## src/rtl/sync_fifo_param.sv

```systemverilog
// Parametrised single-clock FIFO with programmable almost-full/almost-empty thresholds,
// selectable registered or first-word-fall-through read, sticky error flags and flush.
module sync_fifo_param #(
  parameter int DATA_W    = 8,
  parameter int DEPTH     = 64,
  parameter int AF_THRESH = 56,
  parameter int AE_THRESH = 8,
  parameter int FWFT      = 0
) (
  input  logic                     clk,
  input  logic                     rst,
  input  logic                     flush,
  input  logic                     wr_en,
  input  logic [DATA_W-1:0]        wr_data,
  input  logic                     rd_en,
  output logic [DATA_W-1:0]        rd_data,
  output logic                     rd_valid,
  output logic                     full,
  output logic                     empty,
  output logic                     almost_full,
  output logic                     almost_empty,
  output logic [$clog2(DEPTH):0]   count,
  output logic                     overflow,
  output logic                     underflow
);

  localparam int ADDR_W = $clog2(DEPTH);
  localparam int CNT_W  = ADDR_W + 1;

  logic [DATA_W-1:0] mem [DEPTH];

  logic [ADDR_W-1:0] wr_ptr_reg, rd_ptr_reg;
  logic [CNT_W-1:0]  count_reg, count_next;
  logic              overflow_reg, underflow_reg;
  logic              rd_acc, wr_acc;

  // Flags decode straight from the registered count, so they track it with no lag.
  assign empty        = (count_reg == '0);
  assign full         = (count_reg == CNT_W'(DEPTH));
  assign almost_full  = (count_reg >= CNT_W'(AF_THRESH));
  assign almost_empty = (count_reg <= CNT_W'(AE_THRESH));
  assign count        = count_reg;
  assign overflow     = overflow_reg;
  assign underflow    = underflow_reg;

  // A full FIFO may still take a write when a read frees the slot in the same cycle.
  assign rd_acc = rd_en & ~empty;
  assign wr_acc = wr_en & (~full | rd_acc);

  always_comb begin
    count_next = count_reg;
    case ({wr_acc, rd_acc})
      2'b10:   count_next = count_reg + CNT_W'(1);
      2'b01:   count_next = count_reg - CNT_W'(1);
      default: count_next = count_reg;
    endcase
  end

  always_ff @(posedge clk or posedge rst) begin
    if (rst) begin
      wr_ptr_reg    <= '0;
      rd_ptr_reg    <= '0;
      count_reg     <= '0;
      overflow_reg  <= 1'b0;
      underflow_reg <= 1'b0;
    end else if (flush) begin
      wr_ptr_reg    <= '0;
      rd_ptr_reg    <= '0;
      count_reg     <= '0;
      overflow_reg  <= 1'b0;
      underflow_reg <= 1'b0;
    end else begin
      if (wr_acc) wr_ptr_reg <= wr_ptr_reg + ADDR_W'(1);
      if (rd_acc) rd_ptr_reg <= rd_ptr_reg + ADDR_W'(1);
      count_reg <= count_next;
      if (wr_en & ~wr_acc) overflow_reg  <= 1'b1;
      if (rd_en & empty)   underflow_reg <= 1'b1;
    end
  end

  // Storage is not reset; pointers and count define which entries are live.
  always_ff @(posedge clk) begin
    if (wr_acc & ~flush & ~rst) mem[wr_ptr_reg] <= wr_data;
  end

  generate
    if (FWFT != 0) begin : g_fwft
      assign rd_data  = mem[rd_ptr_reg];
      assign rd_valid = ~empty;
    end else begin : g_std
      logic [DATA_W-1:0] rd_data_reg;
      logic              rd_valid_reg;

      // Registered read sees the pre-write word when head and tail coincide (full).
      always_ff @(posedge clk or posedge rst) begin
        if (rst) begin
          rd_data_reg  <= '0;
          rd_valid_reg <= 1'b0;
        end else if (flush) begin
          rd_valid_reg <= 1'b0;
        end else begin
          rd_valid_reg <= rd_acc;
          if (rd_acc) rd_data_reg <= mem[rd_ptr_reg];
        end
      end

      assign rd_data  = rd_data_reg;
      assign rd_valid = rd_valid_reg;
    end
  endgenerate

endmodule

```

## config.mk

```make
export PLATFORM = sky130hd
export DESIGN_NAME = sync_fifo_param
export DESIGN_NICKNAME = d
export VERILOG_FILES = /design/src/rtl/sync_fifo_param.sv
export SDC_FILE = /design/constraint.sdc
export NUM_CORES = 1
export LEC_CHECK = 0
export ABC_AREA = 1
export CAP_MARGIN = 0
export CORE_MARGIN = 5
export CORE_UTILIZATION = 51
export DETAILED_ROUTE_END_ITERATION = 12
export PLACE_DENSITY = 0.64
export SLEW_MARGIN = 30
export SYNTH_ARGS = -nofsm -noshare
export SYNTH_HDL_FRONTEND = slang
export SYNTH_SLANG_ARGS = --single-unit
```

## constraint.sdc

```tcl
create_clock -name clk -period 4.4 [get_ports clk]
set_input_delay 1.1 -clock clk [delete_from_list [all_inputs] [get_ports clk]]
set_output_delay 1.1 -clock clk [all_outputs]
set_load 0.005 [all_outputs]
```

==> impl_results.html <==
<table>
<tr><th>Metric</th><th>Value</th></tr>
<tr><th colspan="2">Floorplan</th></tr>
<tr><td>Floorplan die area</td><td>~50000 sq um</td></tr>
<tr><td>I/O pin cnt</td><td>35</td></tr>
<tr><td>Starting Density</td><td>around 51%</td></tr>
<tr><td>Die X-Extent</td><td>between 200 and 250 um</td></tr>
<tr><td>Number of placement rows</td><td>78</td></tr>
<tr><td>Area of the core region</td><td>45300 sq um</td></tr>
<tr><td>Vertical die dimension</td><td>224 um</td></tr>
<tr><th colspan="2">STA</th></tr>
<tr><td>Final Hold Vio Count</td><td>0</td></tr>
<tr><td>Least-Margin Pin Slew</td><td>1.01 ns</td></tr>
<tr><td>Slew headroom</td><td>a little under a third</td></tr>
<tr><td>Finish-stage setup viols</td><td>0</td></tr>
<tr><td>Worst setup skew after layout</td><td>around 0.017 ns</td></tr>
<tr><td>Period utilization</td><td>about four fifths</td></tr>
<tr><td>Total Neg Setup Slack</td><td>0 ns</td></tr>
<tr><td>Max-slew violation count</td><td>0</td></tr>
<tr><td>Highest Clock Rate</td><td>around 290 MHz</td></tr>
<tr><td>RSZ-0062 raised after global routing</td><td>no</td></tr>
<tr><td>Final critical delay including setup and external delays</td><td>between 3 and 4 ns</td></tr>
<tr><td>PnR worst setup slack</td><td>around 0.9 ns</td></tr>
<tr><th colspan="2">Clocking</th></tr>
<tr><td>Total clock buffers created by CTS</td><td>53</td></tr>
<tr><td>Worst-path clk slew</td><td>approximately 0.06 ns</td></tr>
<tr><td>CTS root buf</td><td>sky130_fd_sc_hd__clkbuf_16</td></tr>
<tr><td>Clock tree from TritonCTS</td><td>done</td></tr>
<tr><td>CTS H-Tree Depth</td><td>2</td></tr>
<tr><td>TritonCTS sink count</td><td>roughly 540</td></tr>
<tr><td>Bufs on Longest Clock Path</td><td>3</td></tr>
<tr><td>Hold buffers post-CTS</td><td>0</td></tr>
<tr><td>Number of cells upsized or downsized after cts</td><td>0</td></tr>
<tr><td>Clock latency on the worst-skew pair</td><td>roughly 0.58 ns</td></tr>
<tr><td>Post CTS Setup Buffer Count</td><td>0</td></tr>
<tr><th colspan="2">Synth</th></tr>
<tr><td>Commonest cells post-synth</td><td>sky130_fd_sc_hd__nand2_1 (751), sky130_fd_sc_hd__edfxtp_1 (512), sky130_fd_sc_hd__nand3_1 (289)</td></tr>
<tr><td>Top area cells in the synthesized netlist</td><td>sky130_fd_sc_hd__edfxtp_1 (66%), sky130_fd_sc_hd__nand2_1 (12%), sky130_fd_sc_hd__nand3_1 (6.2%)</td></tr>
<tr><td>#FFs+latches synth</td><td>roughly 540</td></tr>
<tr><td>Yosys synthesis warning count</td><td>0</td></tr>
<tr><td>Syn Inst Count</td><td>about 2200</td></tr>
<tr><td>Share of the synthesized area in the top cell type</td><td>about two thirds</td></tr>
<tr><td>Synth cell types</td><td>36</td></tr>
<tr><td>Mapped Area</td><td>about 23000 sq um</td></tr>
<tr><td>Flip-flop cell with the highest count after synthesis</td><td>sky130_fd_sc_hd__edfxtp_1</td></tr>
<tr><td>Share of async-settable or async-resettable flops after synthesis</td><td>between 5 and 6%</td></tr>
<tr><td>Seq/Total Area, Yosys</td><td>between 60 and 70%</td></tr>
<tr><td>Top cell type by total area after synthesis</td><td>sky130_fd_sc_hd__edfxtp_1</td></tr>
<tr><td>Cell with the most instances after synthesis</td><td>sky130_fd_sc_hd__nand2_1</td></tr>
<tr><td>Post-synth net total</td><td>approximately 2200</td></tr>
<tr><td>EDFF count, synth</td><td>approximately 510</td></tr>
<tr><td>Mapped Avg Cell Area</td><td>around 11 sq um</td></tr>
<tr><th colspan="2">Detailed routing</th></tr>
<tr><td>Number of remaining DRC errors</td><td>0</td></tr>
<tr><td>First-pass DRT Iterations</td><td>5</td></tr>
<tr><td>Routed len/inst</td><td>slightly above 20 um</td></tr>
<tr><td>Count of routing violations after the opening detailed-route iteration</td><td>about 1700</td></tr>
<tr><td>Total number of vias</td><td>approximately 16000</td></tr>
<tr><td>DRT antenna net count</td><td>0</td></tr>
<tr><td>Vias per inst</td><td>~5.5</td></tr>
<tr><td>Final Routed Wirelength</td><td>58700 um</td></tr>
<tr><th colspan="2">Worst setup path</th></tr>
<tr><td>Largest stage delay, worst path</td><td>approximately 0.75 ns</td></tr>
<tr><td>WP data required</td><td>around 4.6 ns</td></tr>
<tr><td>Reg-to-reg setup timing slack</td><td>between 1 and 1.5 ns</td></tr>
<tr><td>Worst r2r path cells</td><td>12</td></tr>
<tr><td>Category of the critical setup timing path</td><td>input pin to register</td></tr>
<tr><td>Nature of the critical path endpoint</td><td>register</td></tr>
<tr><td>Cell-by-cell listing of the critical path</td><td>clkdlybuf4s50_1, inv_1, nand4_2, nand2_2, nor2_4, nand2_2, nor2_1, nand2_1, nor2_1</td></tr>
<tr><td>Master of the slowest instance on the critical path</td><td>sky130_fd_sc_hd__nor2_1</td></tr>
<tr><td>Arr. time, crit path</td><td>3.71 ns</td></tr>
<tr><td>Worst reg2reg startpoint</td><td>rd_ptr_reg[0]$_DFFE_PP0P_</td></tr>
<tr><td>CP Launch Type</td><td>input pin</td></tr>
<tr><td>Critical register-to-register path endpoint</td><td>rd_data[3]$_DFFE_PP0P_</td></tr>
<tr><td>Worst Path Max Fanout</td><td>8</td></tr>
<tr><th colspan="2">Global route</th></tr>
<tr><td>Total global routing overflow</td><td>0</td></tr>
<tr><td>Number of global-route vias before repair</td><td>around 15000</td></tr>
<tr><td>Wire length of the first global-routing pass</td><td>~88000 um</td></tr>
<tr><td>Antenna violations before repair</td><td>0</td></tr>
<tr><td>Overall Global Routing Usage</td><td>a little under a quarter</td></tr>
<tr><td>Largest net degree at the start of global routing</td><td>around 250</td></tr>
<tr><th colspan="2">Run</th></tr>
<tr><td># Max-Cap Violations</td><td>0</td></tr>
<tr><th colspan="2">Layout</th></tr>
<tr><td>Total number of nets in the final design</td><td>between 2000 and 2500</td></tr>
<tr><td>Number of flip-flops in the largest register</td><td>between 500 and 600</td></tr>
<tr><td>Final Cell Area</td><td>roughly 26000 sq um</td></tr>
<tr><td>Share of post-route cells with drive strength above 1</td><td>~7.6%</td></tr>
<tr><td>Layout fillers</td><td>3772</td></tr>
<tr><td>Area Overhead vs Synth</td><td>10.8%</td></tr>
<tr><td>Inserted Diodes</td><td>0</td></tr>
<tr><th colspan="2">Placed design</th></tr>
<tr><td>Detailed placement HPWL</td><td>~35000 um</td></tr>
<tr><td>Weighted congestion at the end of routability-driven global placement</td><td>slightly below 0.9</td></tr>
<tr><td>Placement-stage worst setup slack</td><td>around 0.36 ns</td></tr>
<tr><td>Number of I/O port buffers</td><td>34</td></tr>
<tr><td>Standard cell area after detailed placement</td><td>24000 sq um</td></tr>
<tr><th colspan="2">Min path</th></tr>
<tr><td>Hold Crit Class</td><td>register to register</td></tr>
<tr><td>Worst Hold Path EP</td><td>underflow$_DFFE_PP0P_</td></tr>
<tr><td>Launch point of the worst hold path</td><td>underflow$_DFFE_PP0P_</td></tr>
<tr><td>Count of cells along the worst hold path</td><td>2</td></tr>
<tr><th colspan="2">Power</th></tr>
<tr><td>Areal power density over the cells</td><td>around 500 nW/um^2</td></tr>
<tr><td>Worst VDD drop</td><td>between 0.3 and 0.4 mV</td></tr>
<tr><td>Leakage power figure</td><td>just under 10 nW</td></tr>
<tr><td>Post-route total power</td><td>between 10 and 15 mW</td></tr>
<tr><th colspan="2">Outcome</th></tr>
<tr><td>Outcome</td><td>finished, final reports clean</td></tr>
</table>
worst max path at each step:
stage          start              endpoint  slack [ns]  depth (start not counted)
4_1_cts        rd_en   mem[1][5]$_DFFE_PP_        0.98                          9
6_report       rd_en   mem[1][5]$_DFFE_PP_        0.90                          9
2_1_floorplan    rst  mem[24][0]$_DFFE_PP_        1.20                          5
3_3_place_gp   rd_en   mem[1][2]$_DFFE_PP_        0.44                          9
5_1_grt        rd_en  mem[17][4]$_DFFE_PP_        0.75                          9
3_5_place_dp   rd_en   mem[1][2]$_DFFE_PP_        0.36                          9
per-stage QoR:
stage               cells  utilization (%)  hold WS, ns
CTS                  2824             56.6        0.503
floorplan            2181                -        0.472
detailed placement   2727             52.9        0.488
global route         2825             57.1        0.567
finish               2825             57.1        0.498
global placement     2727             52.9        0.504
layout by cell type, fill, tap and decap left out, types with 3 or more instances in the layout:
cell and n:
sky130_fd_sc_hd__nand2_1 750, sky130_fd_sc_hd__buf_4 22, sky130_fd_sc_hd__edfxtp_1 512, sky130_fd_sc_hd__xor2_1 3, sky130_fd_sc_hd__o211ai_1 24, sky130_fd_sc_hd__o21ai_0 25
sky130_fd_sc_hd__nor3_2 41, sky130_fd_sc_hd__nor2_1 115, sky130_fd_sc_hd__nand3_1 287, sky130_fd_sc_hd__inv_1 178, sky130_fd_sc_hd__bufinv_16 3, sky130_fd_sc_hd__clkinv_2 6
sky130_fd_sc_hd__clkbuf_1 11, sky130_fd_sc_hd__nand2_2 6, sky130_fd_sc_hd__buf_12 4, sky130_fd_sc_hd__dfrtp_1 28, sky130_fd_sc_hd__ha_1 7, sky130_fd_sc_hd__a21oi_1 41
sky130_fd_sc_hd__nor3_1 9, sky130_fd_sc_hd__clkinv_4 3, sky130_fd_sc_hd__clkinv_1 20, sky130_fd_sc_hd__clkbuf_16 53, sky130_fd_sc_hd__inv_2 5, sky130_fd_sc_hd__clkdlybuf4s50_1 26
sky130_fd_sc_hd__o22ai_1 4, sky130_fd_sc_hd__nand4_1 3, sky130_fd_sc_hd__clkinvlp_4 3, sky130_fd_sc_hd__nand3_2 4, sky130_fd_sc_hd__o21ai_1 5, sky130_fd_sc_hd__clkbuf_8 4
sky130_fd_sc_hd__buf_2 7
area by class of cell:
cell class,count,area [sq um],area share (%)
flip-flops and latches,542,16100,62.4
multi-input cells,1336,6030,23.3
clock buffers,68,1420,5.51
well taps,600,751,2.91
inverters,190,721,2.79
repair buffers,60,568,2.20
clock inverters,29,219,0.847
critical path, delay by kind of cell:
family | cells | cell delay [ns]
and+or+nand+nor | 7 | 1.95
buffers and inverters | 2 | 0.66
cells by family (layout without fill, tap and decap cells):
logic type / after synthesis / after routing / synth area share (%)
AOI/OAI and AO/OA: 103 / 103 / 2.56
adders and majority gates: 8 / 8 / 0.461
and+or+nand+nor: 1220 / 1220 / 21.7
buffers and inverters: 303 / 347 / 5.91
DFF: 542 / 542 / 69.2
xor gates and xnor gates: 5 / 5 / 0.188
power by group:
part	leakage, nW	switching (mW)	internal (mW)
logic	4.05	1.93	0.872
registers	5.00	0.151	5.72
clock network	0.791	1.83	2.45
total	9.83	3.91	9.05
per-layer routing:
metal,GRT usage (%),routed length (um),vias to the layer above
met5,0,0,-
met4,6.64,1210,0
met3,4.04,5100,90
met2,36.9,27300,670
met1,33.8,25100,7422
li1,-,-,7344
(Power assumes the default switching activity.)
==> edit: new RTL, config.mk and constraints unchanged <==
Set the parameter `DATA_W` to 12 (it was 8).
--- a/src/rtl/sync_fifo_param.sv
+++ b/src/rtl/sync_fifo_param.sv
@@ -3,3 +3,3 @@
 module sync_fifo_param #(
-  parameter int DATA_W    = 8,
+  parameter int DATA_W    = 12,
   parameter int DEPTH     = 64,
Ports: changed (resized rd_data and wr_data); port bits go from 35 to 43. The function was not compared with the original's and may differ.
==> edit against the unedited design <==
  * Combinational power increased by 53%
  * Sequential cell count increased by 260
  * Routed wire length increased by 61%
  * Power increased by 56%
  * Setup slack improved by 170 ps
  * Area after synthesis increased by 46%
  * Final area increased by 49%
  * Largest power group unchanged
==> edit: results (changes against the unedited design) <==
Synthesis
  • Synth unique cells: 38 (+5.6%)
  • EDFF count, synth: 768 (+50%)
  • Mean Syn Cell Area: 10.8 µm² (+1.4%)
  • Dominant cells by area after synthesis: edfxtp_1 (68%), nand2_1 (12%), nand3_1 (6.3%), inv_1 (2.9%), dfrtp_1 (2.5%)
  • Post-synthesis sequential area ratio: 0.702 (+0.0104)
  • Post-synth top cells: nand2_1 (1,106), edfxtp_1 (768), nand3_1 (432)
  • Synth async-reset ratio: 0.0424 (-0.0130)

Place
  • Placed Instances: 3,979 (+46%)
  • IO Port Bufs: 42 (+24%)
  • Routability Congestion: 0.936 (+7.9%)
  • Hpwl dp: 56,800 µm (+62%)
  • Pre-CTS setup slack: 584 ps (+225 ps)

Final layout
  • Final Non-Filler Cells: 4,135 (+46%)
  • Final nets: 3,228 (+46%)
  • Layout cells sized above 1: 0.0926 (+0.0162)
  • Number of flip-flops in the largest register: 768 (+50%)

Routing
  • DRT Wirelength: 94,500 µm (+61%)
  • Detailed Route Iter0 Violations: 2,645 (+58%)
  • Vias: 23,363 (+50%)

Power
  • Net Sw Frac: 0.304 (+0.00238)
  • Leak Pwr: 14.9 nW (+52%)

Critical path
  • Worst-path fanout max: 4 (-4)
  • CP max-delay cell: clkdlybuf4s50_1
  • Largest delay share family, worst path: buffers and inverters
  • Worst path max stage delay: 550 ps (-200 ps)
  • Worst EP arrival: 2230 ps (-1480 ps)

Global routing
  • First-pass GRT wire length: 140,000 µm (+59%)
  • Largest net degree at the start of global routing: 207 (-16%)
  • Gr usage total: 0.262 (+0.0286)
  • Initial antenna violation count: 2 (+2)

Clock network
  • TritonCTS Buffers: 83 (+57%)
  • Worst-Skew Late Latency: 630 ps (+50 ps)
  • H-tree level count: 3 (+1)

Timing
  • Clock Skew: 22.6 ps (+5.12 ps)
  • Headroom to the max-slew limit: 0.323 (+0.00311)

Run status
  • Status: finished, final reports clean
[edit: cell count changes after synthesis, sizes merged, moves of 26 or more]
| cell | before | now |
|---|---|---|
| edfxtp | 512 | 768 |
| buf | 83 | 139 |
| inv | 185 | 267 |
| nand2 | 756 | 1107 |
| nor2 | 118 | 144 |
| nand3 | 291 | 434 |
[edit: power groups by stage]
| stage | Combinational (mW) | Clock [mW] | Sequential (mW) |
|---|---|---|---|
| detailed placement | 4.19 | 0 | 8.85 |
| global placement | 4.15 | 0 | 8.85 |
| global route | 4.73 | 7.66 | 8.70 |
| finish | 4.29 | 7.24 | 8.69 |
| floorplan | 2.92 | 0 | 8.69 |
| CTS | 4.21 | 7.32 | 8.69 |
[edit: tightest hold or removal path: stages, from the launching register on]
cell and delay, ps:
dfrtp_1 340, a21oi_1 40, nor2_1 70
[edit: per-layer routing]
metal / GRT usage / share of wire / vias to the layer above
met5: 0 / 0.00014 / -
met4: 0.0883 / 0.037 / 2
met3: 0.0541 / 0.085 / 206
met2: 0.426 / 0.48 / 1059
met1: 0.357 / 0.40 / 11403
li1: - / - / 10693
[edit: cell families after synthesis]
group,synth area share
simple gates,0.212
flops,0.702
buf+inv,0.0582
compound gates,0.0233
fa+ha+maj,0.00316
xor+xnor,0.00103
[edit: final cells by class]
cell class / count / area (µm²)
flip-flops and latches: 802 / 23900
clock buffers: 113 / 2370
fillers: 5349 / 27400
multi-input cells: 1900 / 8420
clock inverters: 40 / 457
repair buffers: 147 / 1320
well taps: 864 / 1080
inverters: 269 / 1020
[edit: worst paths after layout]
| kind | from | endpoint | slack (ps) | depth (start not counted) |
|---|---|---|---|---|
| worst max-delay path | count[1]$_DFFE_PP0P_ | empty | 1070 | 4 |
| worst min-delay path | underflow$_DFFE_PP0P_ | underflow$_DFFE_PP0P_ | 500 | 2 |
| worst min register to register | underflow$_DFFE_PP0P_ | underflow$_DFFE_PP0P_ | 500 | 2 |
| max in group asynchronous | rst | rd_ptr_reg[1]$_DFFE_PP0P_ | 3030 | 3 |
| min in group asynchronous | rst | wr_ptr_reg[4]$_DFFE_PP0P_ | 1000 | 3 |
| worst max register to register | rd_ptr_reg[0]$_DFFE_PP0P_ | rd_data[1]$_DFFE_PP0P_ | 1300 | 12 |
